**config.mk**
```make
export PLATFORM = sky130hd
export DESIGN_NAME = sci_fifo_readout_arb
export DESIGN_NICKNAME = d
export VERILOG_FILES = /design/src/rtl/sci_readout_pkg.sv /design/src/rtl/rr_arbiter.sv /design/src/rtl/sci_fifo_readout_arb.sv
export SDC_FILE = /design/constraint.sdc
export NUM_CORES = 1
export LEC_CHECK = 0
export CORE_ASPECT_RATIO = 0.7
export CORE_UTILIZATION = 48
export DETAILED_ROUTE_END_ITERATION = 16
export PLACE_DENSITY = 0.81
export SLEW_MARGIN = 30
export SYNTH_ARGS = -nofsm -noshare
export SYNTH_HDL_FRONTEND = slang
export SYNTH_SLANG_ARGS = --single-unit
export TNS_END_PERCENT = 100
```
**constraint.sdc**
```tcl
create_clock -name clk_in -period 2.1 [get_ports clk_in]
set_input_delay 0.21 -clock clk_in [delete_from_list [all_inputs] [get_ports clk_in]]
set_output_delay 0.21 -clock clk_in [all_outputs]
set_load 0.01 [all_outputs]
```
**src/rtl/sci_readout_pkg.sv**
```systemverilog
// rtl/sci_readout_pkg.sv - shared types and constants for the science FIFO readout arbiter
package sci_readout_pkg;

   typedef enum logic [2:0] {
      IDLE    = 3'd0,
      READ    = 3'd1,
      CAPTURE = 3'd2,
      SEND    = 3'd3,
      DONE    = 3'd4
   } state_t;

   localparam int PKT_LEN_DEF = 20;
   localparam int TIMEOUT_DEF = 255;
   localparam int BYTE_W      = 8;
   localparam int PKT_CNT_W   = 16;

endpackage

```
**src/rtl/rr_arbiter.sv**
```systemverilog
// rtl/rr_arbiter.sv - combinational round-robin pick starting one past the last grant
module rr_arbiter
   import sci_readout_pkg::*;
#(
   parameter int N_SRC = 4,
   parameter int SRC_W = 2
) (
   input  logic [N_SRC-1:0] req,
   input  logic [SRC_W-1:0] last_grant,
   output logic [SRC_W-1:0] grant,
   output logic             any_req
);

   logic [SRC_W:0]   sum;
   logic [SRC_W-1:0] cand;

   // Walk last_grant+1 .. last_grant (mod N_SRC); the first requester wins.
   always_comb begin
      grant   = '0;
      any_req = 1'b0;
      sum     = '0;
      cand    = '0;
      for (int k = 1; k <= N_SRC; k++) begin
         sum = {1'b0, last_grant} + (SRC_W+1)'(k);
         if (sum >= (SRC_W+1)'(N_SRC)) begin
            sum = sum - (SRC_W+1)'(N_SRC);
         end
         cand = sum[SRC_W-1:0];
         if (!any_req && req[cand]) begin
            any_req = 1'b1;
            grant   = cand;
         end
      end
   end

endmodule

```
**src/rtl/sci_fifo_readout_arb.sv**
```systemverilog
// rtl/sci_fifo_readout_arb.sv - drains fixed-length packets from N byte FIFOs onto one stream
module sci_fifo_readout_arb
   import sci_readout_pkg::*;
#(
   parameter int N_SRC   = 4,
   parameter int SRC_W   = 2,
   parameter int PKT_LEN = PKT_LEN_DEF,
   parameter int TIMEOUT = TIMEOUT_DEF
) (
   input  logic                    clk_in,
   input  logic                    rst_in,
   input  logic [N_SRC-1:0]        src_en_in,
   input  logic [N_SRC-1:0]        fifo_empty_in,
   input  logic [BYTE_W*N_SRC-1:0] fifo_data_in,
   output logic [N_SRC-1:0]        fifo_rd_out,
   output logic [BYTE_W-1:0]       out_data,
   output logic                    out_valid,
   input  logic                    out_ready_in,
   output logic                    out_sop,
   output logic                    out_eop,
   output logic [SRC_W-1:0]        out_src,
   output logic [PKT_CNT_W-1:0]    pkt_cnt_out,
   output logic                    timeout_err_out,
   output logic                    busy_out
);

   localparam int BC_W = $clog2(PKT_LEN);
   localparam int WC_W = $clog2(TIMEOUT + 1);

   state_t                 state, state_nxt;
   logic [SRC_W-1:0]       grant, grant_nxt;
   logic [SRC_W-1:0]       last_grant, last_grant_nxt;
   logic [BC_W-1:0]        byte_cnt, byte_cnt_nxt;
   logic [WC_W-1:0]        wait_cnt, wait_cnt_nxt;
   logic [PKT_CNT_W-1:0]   pkt_cnt, pkt_cnt_nxt;
   logic [BYTE_W-1:0]      data_q, data_nxt;
   logic                   valid_q, valid_nxt;
   logic                   sop_q, sop_nxt;
   logic                   eop_q, eop_nxt;
   logic [SRC_W-1:0]       src_q, src_nxt;
   logic                   tmo_q, tmo_nxt;
   logic [N_SRC-1:0]       rd_vec;
   logic [SRC_W-1:0]       arb_grant;
   logic                   arb_any;
   logic                   last_byte;

   rr_arbiter #(
      .N_SRC (N_SRC),
      .SRC_W (SRC_W)
   ) u_arb (
      .req        (src_en_in & ~fifo_empty_in),
      .last_grant (last_grant),
      .grant      (arb_grant),
      .any_req    (arb_any)
   );

   assign last_byte = (byte_cnt == BC_W'(PKT_LEN - 1));

   always_ff @(posedge clk_in or posedge rst_in) begin
      if (rst_in) begin
         state      <= IDLE;
         grant      <= '0;
         last_grant <= SRC_W'(N_SRC - 1);
         byte_cnt   <= '0;
         wait_cnt   <= '0;
         pkt_cnt    <= '0;
         data_q     <= '0;
         valid_q    <= 1'b0;
         sop_q      <= 1'b0;
         eop_q      <= 1'b0;
         src_q      <= '0;
         tmo_q      <= 1'b0;
      end else begin
         state      <= state_nxt;
         grant      <= grant_nxt;
         last_grant <= last_grant_nxt;
         byte_cnt   <= byte_cnt_nxt;
         wait_cnt   <= wait_cnt_nxt;
         pkt_cnt    <= pkt_cnt_nxt;
         data_q     <= data_nxt;
         valid_q    <= valid_nxt;
         sop_q      <= sop_nxt;
         eop_q      <= eop_nxt;
         src_q      <= src_nxt;
         tmo_q      <= tmo_nxt;
      end
   end

   always_comb begin
      state_nxt      = state;
      grant_nxt      = grant;
      last_grant_nxt = last_grant;
      byte_cnt_nxt   = byte_cnt;
      wait_cnt_nxt   = wait_cnt;
      pkt_cnt_nxt    = pkt_cnt;
      data_nxt       = data_q;
      valid_nxt      = valid_q;
      sop_nxt        = sop_q;
      eop_nxt        = eop_q;
      src_nxt        = src_q;
      tmo_nxt        = 1'b0;
      rd_vec         = '0;
      case (state)
         IDLE: begin
            if (arb_any) begin
               grant_nxt    = arb_grant;
               byte_cnt_nxt = '0;
               wait_cnt_nxt = '0;
               state_nxt    = READ;
            end
         end
         READ: begin
            // A starved source gives up its turn so the others keep draining.
            if (!fifo_empty_in[grant]) begin
               rd_vec[grant] = 1'b1;
               wait_cnt_nxt  = '0;
               state_nxt     = CAPTURE;
            end else if (wait_cnt == WC_W'(TIMEOUT)) begin
               tmo_nxt        = 1'b1;
               last_grant_nxt = grant;
               wait_cnt_nxt   = '0;
               state_nxt      = IDLE;
            end else begin
               wait_cnt_nxt = wait_cnt + 1'b1;
            end
         end
         CAPTURE: begin
            data_nxt  = fifo_data_in[int'(grant)*BYTE_W +: BYTE_W];
            valid_nxt = 1'b1;
            sop_nxt   = (byte_cnt == '0);
            eop_nxt   = last_byte;
            src_nxt   = grant;
            state_nxt = SEND;
         end
         SEND: begin
            if (out_ready_in) begin
               valid_nxt = 1'b0;
               if (last_byte) begin
                  state_nxt = DONE;
               end else begin
                  byte_cnt_nxt = byte_cnt + 1'b1;
                  state_nxt    = READ;
               end
            end
         end
         DONE: begin
            pkt_cnt_nxt    = pkt_cnt + 1'b1;
            last_grant_nxt = grant;
            state_nxt      = IDLE;
         end
         default: begin
            state_nxt = IDLE;
         end
      endcase
   end

   assign fifo_rd_out     = rd_vec;
   assign out_data        = data_q;
   assign out_valid       = valid_q;
   assign out_sop         = sop_q;
   assign out_eop         = eop_q;
   assign out_src         = src_q;
   assign pkt_cnt_out     = pkt_cnt;
   assign timeout_err_out = tmo_q;
   assign busy_out        = (state != IDLE);

endmodule

```
==> summary.txt, run 1 <==
Power and ir drop
  – P_leak: 1.633 nW
  – Clk network pwr share: 0.183
  – Comb pwr share: 0.449
  – Sequential share of power: 0.368
  – Pwr dens: 961.7 mW/mm2
  – Int Pwr: 2.415 mW
  – Peak VDD IR: 0.7148 mV
  – NetSw: 1.196 mW
  – Sw Ratio: 0.3311

Routing
  – DR pass1 iterations: 5
  – Initial DRC Count: 125
  – Avg WL per Cell: 14.69 um
  – # DRC: 0
  – Max Used Layer: met4
  – Routed Antenna Nets: 0
  – Vias: 2191
  – Vias/cell: between 5 and 6
  – Metal2 WL: about 3000 um
  – M1 WL: roughly 2500 um
  – WL final: 5935 um
  – Met3 WL: 425 um

Yosys
  – FF+latch count, synth: 50
  – Yosys warning count: 0
  – Avg Inst Size Synth: 11.14 um2
  – Yosys cell types: 48
  – Post-synth ARST share: 1.000
  – Synth Net Count: 287
  – Main synth FF type: dfrtp_1
  – Netlist Area Pre-Place: 0.002673 mm2
  – Syn Inst Count: 240
  – EDFF count, synth: 0
  – Seq/Total Area, Yosys: 0.4691

Setup path
  – Worst setup EP type: flip-flop
  – Critical setup path kind: flip-flop to flip-flop
  – Crit path required time: 2330 ps
  – Critical Path Fanout Max: 9
  – Crit path launch type: flip-flop
  – Critical Path AT: about 2200 ps

STA
  – Fmax: 0.5052 GHz
  – Period minus WS final: 1979 ps
  – Worst slew margin relative to its limit: 0.6783
  – Max Slew Vio Count: 0
  – # setup viols final: 0
  – Setup_tns: 0 ps
  – RSZ-0062 raised after global routing: no
  – Worst Tran Pin Value: ~480 ps
  – Tcrit/Tclk final: 0.9426
  – Worst clock skew: between 4 and 5 ps
  – Final Hold Fails: 0

Die
  – Rows: 22
  – Vert. Die Dim: 64.43 um
  – Number of I/O pins: slightly below 80
  – Die area: 0.005875 mm2
  – Core ar.: 0.005313 mm2
  – Die Width: 91.19 um
  – Initial Utilization: 0.5031

Clocking
  – H-tree levels: 2
  – Hold_buf cts: 0
  – Root Buffer: clkbuf_8
  – # clock sinks: 50
  – Maximum clock path buffer count: 2
  – Worst-Skew Late Latency: 300 ps
  – CTS buffer count: 5
  – Clock transition at the registers of the reported paths: 90 ps
  – Postcts setup bufs: 0
  – CTS tree: yes

Finish
  – Diode count: 0
  – Layout cells sized above 1: 0.1717
  – Fillers: 406
  – Final layout net count: 378
  – Area Growth Syn to Fin: 40.50%
  – Register Area: 0.001254 mm2
  – Fin util: 0.7068
  – Footprint of the multi-input gates: 0.001371 mm2

GRT
  – Gr usage total: 0.2259
  – Pin count of the biggest net entering global routing: roughly 50
  – First-pass GRT wire length: 10230 um
  – Initial antenna violation count: 0
  – GR Overflow Total: 0
  – Vias in the first global route: between 2000 and 2500

Run
  – Max Cap Viol: 0

Hold path
  – Worst hold path class: primary input to asynchronous set/reset pin

Placement
  – DP HPWL: 4479 um
  – RePlAce Congestion: between 0.9 and 1
  – # port buffers: just under 80

Run status
  – Status: completed
[logic make-up after synthesis]
family,Yosys count,share of synthesized area
AND/OR/NAND/NOR,97,0.2097
flip-flops,50,0.4691
AO/OA/AOI/OAI,33,0.07865
multiplexers,25,0.1475
buffers and inverters,16,0.02715
XOR/XNOR,15,0.04916
adder cells (fa/ha/maj),4,0.01873
[sequential cells by signal, indices dropped and copies added, names as in the netlist]
register / flops
pkt_cnt_out: 16
out_data: 8
wait_cnt: 8
byte_cnt: 5
state: 3
grant: 2
last_grant: 2
out_src: 2
out_eop: 1
out_sop: 1
out_valid: 1
timeout_err_out: 1
[cell usage after synthesis (2+ instances only)]
cell,count,area share
ha_1,4,0.019
mux2_1,2,0.0084
xnor2_1,9,0.029
nor3b_1,3,0.0084
nand2_1,20,0.028
and3_1,2,0.0047
nand3b_1,3,0.0084
a31oi_1,2,0.0047
and2_1,2,0.0047
or2_2,2,0.0047
nand3_1,13,0.024
mux2_2,14,0.059
nand4_1,7,0.016
a22o_1,2,0.0066
buf_2,4,0.0075
buf_4,2,0.0056
a21oi_1,4,0.0075
xor2_1,6,0.020
a32oi_1,2,0.0066
o31ai_1,2,0.0056
or3_1,6,0.014
dfrtp_1,48,0.45
o21ai_0,13,0.024
dfstp_2,2,0.020
nor3b_4,2,0.014
nor2_1,17,0.024
mux4_1,3,0.029
nand2b_1,5,0.012
nor3_1,3,0.0056
o211ai_1,2,0.0056
nor2b_1,4,0.0094
inv_1,8,0.011
nor4b_1,2,0.0066
mux4_2,6,0.051
[worst paths after layout]
check / startpoint / endpoint / slack [ps] / depth (start not counted)
setup / recovery: grant[1] / last_grant[0] / 120 / 5
hold / removal: rst_in / pkt_cnt_out[12] / 270 / 3
setup reg to reg: grant[1] / last_grant[0] / 120 / 5
hold reg to reg: pkt_cnt_out[15] / pkt_cnt_out[15] / 480 / 1
max in group asynchronous: rst_in / last_grant[1] / 1560 / 3
min in group clk_in: pkt_cnt_out[15] / pkt_cnt_out[15] / 480 / 1
[final cells by class]
cell class,instances,area share
Timing Repair Buffer,92,0.2399
Multi-Input combinational cell,174,0.3652
Clock buffer,5,0.01833
Clock inverter,3,0.01066
Sequential cell,50,0.3339
Tap cell,72,0.02399
Inverter,8,0.007997
[worst max-delay path, stage by stage (launching register included)]
cell and delay, ps:
dfrtp_1 560, mux4_2 650, nand2_4 160, nor4_4 70
nor2_2 140, mux2_1 330
[routing by layer]
metal  vias to the layer above  GRT usage
met4                         0    0.07341
met5                         -          0
li1                       1055          -
met2                        74     0.3930
met3                         7    0.07277
met1                      1055     0.2688
[power groups by stage]
stage / Combinational, mW / Sequential [mW] / Clock [mW]
floorplan: 0.936 / 1.33 / 0
global placement: 1.57 / 1.32 / 0
detailed placement: 1.61 / 1.34 / 0
CTS: 1.63 / 1.32 / 0.684
global route: 1.76 / 1.36 / 0.723
finish: 1.62 / 1.33 / 0.661
[metrics by stage]
step	power, mW	cells	instance area, um2	setup WS (ps)	hold WS, ps
after floorplan	2.271	240	2673	368.6	401.9
after global placement	2.897	396	3621	119.7	457.3
after detailed placement	2.948	396	3621	83.11	465.1
after CTS	3.631	404	3739	13.58	279.2
after global routing	3.849	404	3755	67.35	290.3
final	3.611	404	3755	120.5	270.4
[cells in the final DEF, fill, tap and decap left out, types with 4 or more instances in the layout]
master | netlist | routed
clkdlybuf4s50_1 | 0 | 72
dfrtp_1 | 48 | 48
nand2_1 | 20 | 20
nor2_1 | 17 | 17
mux2_2 | 14 | 14
buf_4 | 2 | 14
nand3_1 | 13 | 13
o21ai_0 | 13 | 13
xnor2_1 | 9 | 9
nand4_1 | 7 | 7
inv_1 | 8 | 7
or3_1 | 6 | 6
mux4_2 | 6 | 6
xor2_1 | 6 | 6
nand2b_1 | 5 | 5
clkbuf_8 | 0 | 5
nor2b_1 | 4 | 4
a21oi_1 | 4 | 4
ha_1 | 4 | 4
[repair_timing]
item | CTS | global route
endpoints found under the hold margin | 0 | 0
setup endpoints to repair | 3 | 3
pin swaps | 0 | 1
gates resized for setup | 4 | 4
Note: power is estimated with default switching activity, not from simulation.
==> inputs of run 2 (changes only) <==
--- a/config.mk
+++ b/config.mk
@@ -5,6 +5,7 @@
 export SDC_FILE = /design/constraint.sdc
 export NUM_CORES = 1
 export LEC_CHECK = 0
+export ABC_CLOCK_PERIOD_IN_PS = 2100
 export CORE_ASPECT_RATIO = 0.7
 export CORE_UTILIZATION = 48
 export DETAILED_ROUTE_END_ITERATION = 16
==> results of run 2 <==
Same layout as run 1: the final DEF is identical, and so are final timing and power.
